**src/rtl/rvc_fetch_align.sv**
```systemverilog
// rtl/rvc_fetch_align.sv - prefetching RV32IC fetch unit with 16/32-bit instruction aligner
// Word reads fill a credit-limited FIFO; the aligner walks it a halfword at a time.
module rvc_fetch_align #(
  parameter int XLEN = 32,
  parameter int DEPTH = 4,
  parameter logic [XLEN-1:0] RESET_PC = '0
) (
  input  logic            clk,
  input  logic            rst,
  output logic            imem_req_valid,
  output logic [XLEN-1:0] imem_req_addr,
  input  logic            imem_req_ready,
  input  logic            imem_rsp_valid,
  input  logic [31:0]     imem_rsp_data,
  input  logic            redirect_valid,
  input  logic [XLEN-1:0] redirect_pc,
  output logic            inst_valid,
  input  logic            inst_ready,
  output logic [31:0]     inst_data,
  output logic [XLEN-1:0] inst_pc,
  output logic            inst_is_c
);

  localparam int AW = $clog2(DEPTH);
  localparam int CW = AW + 1;

  logic [31:0]     fifo [DEPTH];
  logic [AW-1:0]   rd_ptr, wr_ptr;
  logic [CW-1:0]   count, outstanding, drop;
  logic            half;
  logic [XLEN-1:0] fetch_addr, pc;

  logic [31:0] head_word, next_word;
  logic [15:0] head_half;
  logic        is_c, avail, req_fire, fire, pop, push;
  logic [CW:0] in_flight;

  assign head_word = fifo[rd_ptr];
  assign next_word = fifo[rd_ptr + AW'(1)];
  assign head_half = half ? head_word[31:16] : head_word[15:0];
  assign is_c      = (head_half[1:0] != 2'b11);
  // A straddling 32-bit instruction needs its upper half from the next word.
  assign avail     = (count != '0) && (is_c || !half || count >= CW'(2));

  assign inst_valid = rst && avail;
  assign inst_is_c  = inst_valid && is_c;
  assign inst_pc    = pc;

  always_comb begin
    inst_data = '0;
    if (inst_valid) begin
      if (is_c)      inst_data = {16'h0000, head_half};
      else if (half) inst_data = {next_word[15:0], head_word[31:16]};
      else           inst_data = head_word;
    end
  end

  // Responses already in flight reserve FIFO space, so the FIFO can never overflow.
  assign in_flight      = {1'b0, count} + {1'b0, outstanding};
  assign imem_req_valid = rst && !redirect_valid && (in_flight < (CW+1)'(DEPTH));
  assign imem_req_addr  = fetch_addr;

  assign req_fire = imem_req_valid && imem_req_ready;
  assign fire     = inst_valid && inst_ready && !redirect_valid;
  assign pop      = fire && (half || !is_c);
  assign push     = imem_rsp_valid && (drop == '0);

  always_ff @(posedge clk) begin
    if (rst && !redirect_valid && push) fifo[wr_ptr] <= imem_rsp_data;
  end

  always_ff @(posedge clk) begin
    if (!rst) begin
      rd_ptr      <= '0;
      wr_ptr      <= '0;
      count       <= '0;
      outstanding <= '0;
      drop        <= '0;
      fetch_addr  <= RESET_PC & ~XLEN'(3);
      half        <= RESET_PC[1];
      pc          <= RESET_PC & ~XLEN'(1);
    end else if (redirect_valid) begin
      rd_ptr      <= '0;
      wr_ptr      <= '0;
      count       <= '0;
      // Every response still owed by memory belongs to the old stream.
      outstanding <= outstanding - CW'(imem_rsp_valid);
      drop        <= outstanding - CW'(imem_rsp_valid);
      fetch_addr  <= redirect_pc & ~XLEN'(3);
      half        <= redirect_pc[1];
      pc          <= redirect_pc & ~XLEN'(1);
    end else begin
      if (req_fire) fetch_addr <= fetch_addr + XLEN'(4);
      outstanding <= outstanding + CW'(req_fire) - CW'(imem_rsp_valid);
      if (imem_rsp_valid && drop != '0) drop <= drop - CW'(1);
      if (push) wr_ptr <= wr_ptr + AW'(1);
      if (pop)  rd_ptr <= rd_ptr + AW'(1);
      count <= count + CW'(push) - CW'(pop);
      if (fire) begin
        pc <= pc + (is_c ? XLEN'(2) : XLEN'(4));
        if (is_c) half <= ~half;
      end
    end
  end

endmodule

```
**config.mk**
```make
export PLATFORM = sky130hd
export DESIGN_NAME = rvc_fetch_align
export DESIGN_NICKNAME = d
export VERILOG_FILES = /design/src/rtl/rvc_fetch_align.sv
export SDC_FILE = /design/constraint.sdc
export NUM_CORES = 1
export LEC_CHECK = 0
export CORE_MARGIN = 1
export CORE_UTILIZATION = 50
export DETAILED_ROUTE_END_ITERATION = 10
export PLACE_DENSITY = 0.85
export SYNTH_ARGS = -nofsm -noshare
export SYNTH_HDL_FRONTEND = slang
export SYNTH_SLANG_ARGS = --single-unit
```
**constraint.sdc**
```tcl
create_clock -name clk -period 5.7 [get_ports clk]
set_input_delay 0.855 -clock clk [delete_from_list [all_inputs] [get_ports clk]]
set_output_delay 0.855 -clock clk [all_outputs]
set_load 0.01 [all_outputs]
```
==> impl_metrics.csv <==
group,metric,value,unit
status,outcome,"completed",
route,wl_met2,13.7,mm
synth,synth_edf_count,128,
critical_path,critPathLaunch,"rst",
synth,synth_seq_cells,205,
sta,setup_viol,0,
placement,portBuffers,164,
synth,synth_area,0.00990,mm²
clocking,insertion_delay,0.52,ns
clocking,cts_resized,0,
die,fp.dieArea,0.0204,mm²
pwr,p_comb_share,10.2,%
route,drt_first_iter_violations,861,
run,cap_violations,0,
critical_path,crit_fanout,16,
clocking,clk_pin_slew,0.06,ns
synth,synth_compound_area_share,9.19,%
cells_and_area,layout.cells.most_common_list,"164 x clkdlybuf4s50_1, 128 x edfxtp_1, 116 x nand2_1, 76 x dfxtp_1, 68 x a21oi_1",
route,drcViolationCount,0,
die,die_w,143,µm
pwr,p_int,2.72,mW
placement,gp_congestion,0.949,
route,totalWireLength,27.4,mm
placement,hpwlAfterDp,17.9,mm
critical_path,reg2reg_to,"inst_pc[31]$_SDFFE_PN0P_",
pwr,seqPwrFrac,47.1,%
synth,syn_inst,847,
critical_path,cp-start-kind,"primary input",
synth,yosysTopAreaCellShare,38.8,%
sta,max-slew-margin-rel,17.3,%
synth,synth_xor_area_share,3.71,%
sta,post-route-period-util,86.3,%
clocking,holdBufCountCts,0,
route,final_antenna_net_count,0,
route,top_layer,"met4",
pwr,p_per_area,284,mW/mm²
worst_hold_path,hold_depth,2,
synth,avgSynthCellArea,11.7,µm²
cells_and_area,n_fill_cell,1414,
global_routing,grt_antenna_before_repair,0,
pwr,sw_frac_of_total,23.9,%
sta,period_minus_slack,4.92,ns
cells_and_area,final_common_cell,"clkdlybuf4s50_1",
synth,yosysUniqueCellTypes,58,
sta,finalSetupTns,0,ns
synth,synth-warning-count,0,
sta,rsz0062_at_grt,"false",
clocking,cts_num_sinks,205,
synth,yosys.area_share.simple,14.7,%
route,wl_met1,10.2,mm
route,vias,7966,
worst_hold_path,hp-class,"reg2reg",
cells_and_area,area_delta_synth_final,26.9,%
die,rows,51,
clocking,cts_buffers,23,
worst_hold_path,min_to,"rd_ptr[1]$_SDFFE_PP0P_",
cells_and_area,nNetsFinal,1095,
global_routing,overflow,0,
die,io_pins,169,
critical_path,reg2reg_slack,1.80,ns
synth,yosysSeqAreaShare,54.4,%
route,routed_via_density,6.19,
global_routing,grt_pass1_wl,42.3,mm
global_routing,grt.total_usage,27.3,%
route,wire_per_inst,21.3,µm
die,die_y,143,µm
critical_path,worstPathRequired,4.85,ns
sta,max_freq,203,MHz
synth,synth_top_family_by_area,"simple AND/OR/NAND/NOR gates",
pwr,switching_power,0.856,mW
synth,ys_async_sr_fraction,0,%
clocking,cts_setup_buffers,0,
die,start_util,50.9,%
clocking,clockBufferDepth,3,
worst_hold_path,hp-start,"rd_ptr[1]$_SDFFE_PP0P_",
synth,ys.flop_type,"edfxtp_1",
synth,synth_mux_area_share,12.0,%
cells_and_area,n_antenna_cell,0,
clocking,clockRootBuffer,"clkbuf_16",
pwr,cellLeakagePower,4.20,nW
pwr,finalPower,3.57,mW
sta,worst_pin_slew,1.23,ns
route,drt-pass1-iter-count,6,
clocking,cts_tree,"done",
critical_path,arrival,4.06,ns
synth,synth_largest_area_cell,"edfxtp_1",
sta,drv_slew,0,
cells_and_area,seqCellArea,0.00539,mm²
synth,synth_area_leaders,"edfxtp_1 39%, dfxtp_1 16%, mux4_2 11%",
critical_path,crit_type,"in2out",
route,wl_met3,2.86,mm
pwr,pwr-share-clk,42.7,%
clocking,ctsHtreeMaxLevel,1,
global_routing,grt_max_degree,59,
cells_and_area,drive_gt1_share,10.7,%
critical_path,reg2reg_depth,13,
critical_path,timing.rr.start,"half$_SDFFE_PN0P_",
cells_and_area,multi_input_area,0.00420,mm²
pwr,peakVddDrop,276,µV
synth,synth_fa_ha_area_share,2.75,%
global_routing,grt_pass1_vias,7689,
sta,hold_viol,0,
die,design.core.area,0.0195,mm²
sta,skew,0.0166,ns
critical_path,end_kind,"output pin",
[cells by family after synthesis]
kind of cell | Yosys count
AO/OA/AOI/OAI | 152
XOR/XNOR | 42
adder cells (fa/ha/maj) | 20
buffers and inverters | 75
flip-flops | 205
multiplexers | 58
other | 1
AND/OR/NAND/NOR | 294
[cells in the mapped netlist (5+ instances only)]
master    count
nand4_1      34
and3_1       11
nand2b_1      5
ha_1         17
dfxtp_1      77
inv_1        24
xor2_1       25
a31oi_1       8
and4_1        6
o211ai_1      8
edfxtp_1    128
or3_1         7
a21oi_1      68
nand2_1     116
nor3_1       18
nor4_1        8
clkbuf_1     32
mux4_2       48
and2_1       18
o21ai_0      28
xnor2_1      17
nand3_1      31
buf_2         7
mux2i_1       7
nor2_1       28
o21ai_1       8
[through the flow]
step	util, %	std cells	area [µm²]	hold WS [ns]	setup WS, ns
floorplan	-	849	9910	0.518	2.51
global placement	60.5	1245	11800	0.505	0.809
detailed placement	60.5	1245	11800	0.511	0.805
CTS	64.6	1287	12600	0.521	0.786
global route	64.6	1287	12600	0.551	0.521
finish	64.6	1287	12600	0.523	0.782
[power groups by stage]
stage	clock (mW)	sequential, mW	combinational [mW]
floorplan	0	1.71	0.168
global placement	0	1.71	0.349
detailed placement	0	1.71	0.358
CTS	1.53	1.68	0.363
global route	1.59	1.69	0.397
finish	1.53	1.68	0.366
[area by class of cell]
cell class | count | area share [%]
sequential | 205 | 42.9
timing repair buffer | 180 | 14.0
multi-input combinational | 569 | 33.5
inverter | 26 | 0.777
clock buffer | 28 | 4.89
tap | 265 | 2.64
clock inverter | 14 | 1.36
[metal layers]
metal	vias to the layer above	track usage, %
li1	3509	-
met1	3877	34.3
met2	525	46.9
met3	55	5.40
met4	0	9.85
met5	-	0
[state kept, by name, indices dropped and copies added, names as in the netlist, named ones only]
register / count
outstanding: 3
drop: 3
half: 1
wr_ptr: 2
count: 3
fifo: 128
imem_req_addr: 30
rd_ptr: 2
inst_pc: 31
[critical path: stages]
cell             delay, ns
clkdlybuf4s50_1       0.74
clkinv_1              0.42
nor2_1                0.31
nand3_1               0.72
a21oi_1               0.43
clkdlybuf4s50_1       0.59
[worst max path at each step]
stage	to	cells past startpoint
6_report	inst_data[30]	6
2_1_floorplan	outstanding[2]$_SDFF_PN0_	14
3_5_place_dp	inst_data[30]	6
4_1_cts	inst_data[30]	6
3_3_place_gp	inst_data[30]	6
5_1_grt	inst_data[28]	6
Note: power is estimated with default switching activity, not from simulation.
==> RTL change 1: new RTL, same settings <==
Set the parameter `DEPTH` to 2 (it was 4).
--- a/src/rtl/rvc_fetch_align.sv
+++ b/src/rtl/rvc_fetch_align.sv
@@ -3,5 +3,5 @@
 module rvc_fetch_align #(
   parameter int XLEN = 32,
-  parameter int DEPTH = 4,
+  parameter int DEPTH = 2,
   parameter logic [XLEN-1:0] RESET_PC = '0
 ) (
Check against the original RTL: not equivalent (Yosys sat finds a counterexample within 4 cycles, from zero or initial values and one cycle with rst low).
==> RTL change 1 against the unedited design <==
- design area down 24%
- setup slack better by 370 ps
- routed wire length down 25%
- total power down 29%
- combinational power down 13%
- sequential cell count fell by 70
- largest cell class is now multi-input combinational cells
- via count fell by 17%
- hold slack better by 9.0 ps
- synthesized area down 27%
- sequential share of layout area is 7.8 points lower
- critical path type is now reg -> out
- synthesized cell count fell by 14%
==> RTL change 1: results <==
[final_layout]
area_growth_pct = 31.7
nNetsFinal = 941
drive_gt1_share_pct = 9.03
final_cells = 1055
largest_register_ff_count = 64

[placement]
hpwl_um = 14000
placed_area_um2 = 8960
place_inst = 1023
gp_congestion = 0.888
place_ws_ps = 1550

[critical_path]
regToRegSetupSlack_ps = 2100
max_stage_delay_ps = 1020
arrival_ps = 3690
crit_family = flip-flops
crit_slowest_cell = dfxtp_2
path_max_fanout = 53

[global_route]
grt_start_max_net_pins = 71
grt.total_usage_pct = 28.0
first_global_vias = 6038
grt_pass1_wl_um = 31800

[timing]
period_share_pct = 79.7
max_slew_margin_pct = 24.3
hold_slack_ps = 532

[pwr]
ir_worst_vdd_mv = 0.207
p_leak_uw = 0.00309

[yosys]
synth_cells = 725
synth.top_cells.by_count = dfxtp_1, edfxtp_1, nand2_1
seq_area_frac_synth_pct = 46.1
synth_area_leaders = edfxtp_1, dfxtp_1, mux4_2
muxShareOfSynthArea_pct = 9.58
ys_types = 60
synth-xor-area-share_pct = 3.02

[route]
routedWlPerCell_um = 19.6
firstDrtPassIters = 5
drt_iter0_drc = 783

[clock_network]
cts.path.max_buffers = 2
cts_made_buffers = 17
cts-htree-levels = 4

[outcome]
status = finished clean
RTL change 1: cell count changes in the layout (fill, tap and decap cells not counted), sizes merged, moves of 11 or more:
cell    change
a211oi     +35
a21oi      -22
and2       -11
edfxtp     -64
mux2i      +14
mux4       -32
nand2      -66
nand3      -17
nor2b      +30
xor2       -22
RTL change 1: metal layers:
layer	part of all wire [%]	track usage [%]	vias to the layer above
met4	3.5	13.1	0
met3	9.0	6.51	51
met1	42	38.4	3155
met2	46	41.9	381
li1	-	-	3046
met5	0	0	-
RTL change 1: final cells by class:
| type | count | area, um^2 |
|---|---|---|
| Fill cell | 1054 | 4440 |
| Multi-Input combinational cell | 515 | 3610 |
| Timing Repair Buffer | 173 | 1700 |
| Sequential cell | 135 | 3350 |
| Inverter | 20 | 75.1 |
| Clock buffer | 22 | 464 |
| Tap cell | 180 | 225 |
| Clock inverter | 10 | 126 |
RTL change 1: power by group through the flow:
stage	logic, uW	clock network [uW]	registers [uW]
3_5_place_dp	313	0	1140
6_report	319	1100	1120
4_1_cts	316	1110	1120
5_1_grt	345	1160	1130
3_3_place_gp	305	0	1130
2_1_floorplan	154	0	1130
RTL change 1: path summary, 6_finish.rpt:
path                                   startpoint                end  cells past startpoint
worst max-delay path                         half      inst_data[18]                      5
worst min-delay path            imem_req_addr[17]  imem_req_addr[17]                      2
worst max register to register               half        inst_pc[17]                      8
worst min register to register  imem_req_addr[17]  imem_req_addr[17]                      2
RTL change 1: logic make-up (layout without fill, tap and decap cells):
family / count (synthesis) / count (layout)
buffers and inverters: 77 / 225
XOR/XNOR: 25 / 25
AND/OR/NAND/NOR: 252 / 252
flip-flops: 135 / 135
AO/OA/AOI/OAI: 178 / 178
other: 1 / 3
adder cells (fa/ha/maj): 9 / 9
multiplexers: 48 / 48
==> RTL change 2: new RTL, same settings <==
Without the edit above. Reset style: asynchronous (`rst`), changed in one clocked block.
--- a/src/rtl/rvc_fetch_align.sv
+++ b/src/rtl/rvc_fetch_align.sv
@@ -70,5 +70,5 @@
   end
 
-  always_ff @(posedge clk) begin
+  always_ff @(posedge clk or negedge rst) begin
     if (!rst) begin
       rd_ptr      <= '0;
Behaviour: differs if rst is asserted again (counterexample within 4 cycles, from zero or initial values and one cycle with rst low); with rst held inactive, the same outputs for 4 cycles.
==> RTL change 2 against the unedited design <==
- sequential cell count down 2
- setup slack improved by 18 ps
- routed wire length decreased by 13%
- design area about the same
- sequential share of layout area increased by 2.7 points
- synthesized area grew 1.4%
- global-route usage shrank 3.5 points
- critical endpoint is now inst_data[24]
Power is not compared: it rests on default switching activity, and its combinational part moved more than twofold at a synthesized area within 25%.
==> RTL change 2: results <==
[timing]
hold_slack_ps = 333
min_period_ps = 4900

[placement]
place_ws_ps = 1410
placed_area_um2 = 11900
gp_congestion = 0.855
place_inst = 1150

[global_route]
grtUsageMet1_pct = 30.5
met2_usage_pct = 38.5

[critical_path]
arrival_ps = 4040
max_stage_delay_ps = 940
regToRegSetupSlack_ps = 1680
path_max_fanout = 30

[route]
drt_iter0_drc = 448
routed-via-count = 7087
wl_um = 23900

[final_layout]
multi_input_area_um2 = 4050
multi_input_gates = 483
multi_input_area_share_pct = 32.3
area_growth_pct = 25.0
buffers = 176
bufAreaShareNonClock_pct = 13.7
drive_gt1_share_pct = 12.4
fin_util_pct = 64.1
clkbuf_count = 27
clk_share_pct = 5.07

[outcome]
status = finished clean

[yosys]
ys_async_sr_fraction_pct = 36.9
synth.top_cells.by_count = edfxtp_1, dfrtp_1, nor2_1
[RTL change 2: cell types whose count changed after synthesis, moves of 14 or more]
cell	delta
xnor2_1	+14
dfrtp_1	+75
nand2_1	-81
dfxtp_1	-77
mux2_2	+14
nor2_1	+38
mux2i_1	+28
a21oi_1	-49
[RTL change 2: kinds of logic after synthesis]
group / count (synthesis)
xor gates and xnor gates: 44
DFF: 203
muxes: 100
AOI/OAI and AO/OA: 84
and+or+nand+nor: 231
other: 1
adders and majority gates: 21
buffers and inverters: 64
[RTL change 2: path summary, 6_finish.rpt]
| path | start | endpoint | cells after the start |
|---|---|---|---|
| worst max-delay path | rd_ptr[0] | inst_data[24] | 6 |
| worst min-delay path | rst | inst_pc[22] | 1 |
| worst max register to register | rd_ptr[0] | inst_pc[29] | 10 |
| worst min register to register | outstanding[2] | outstanding[2] | 1 |
| max in group asynchronous | rst | half | 2 |
| min in group clk | outstanding[2] | outstanding[2] | 1 |
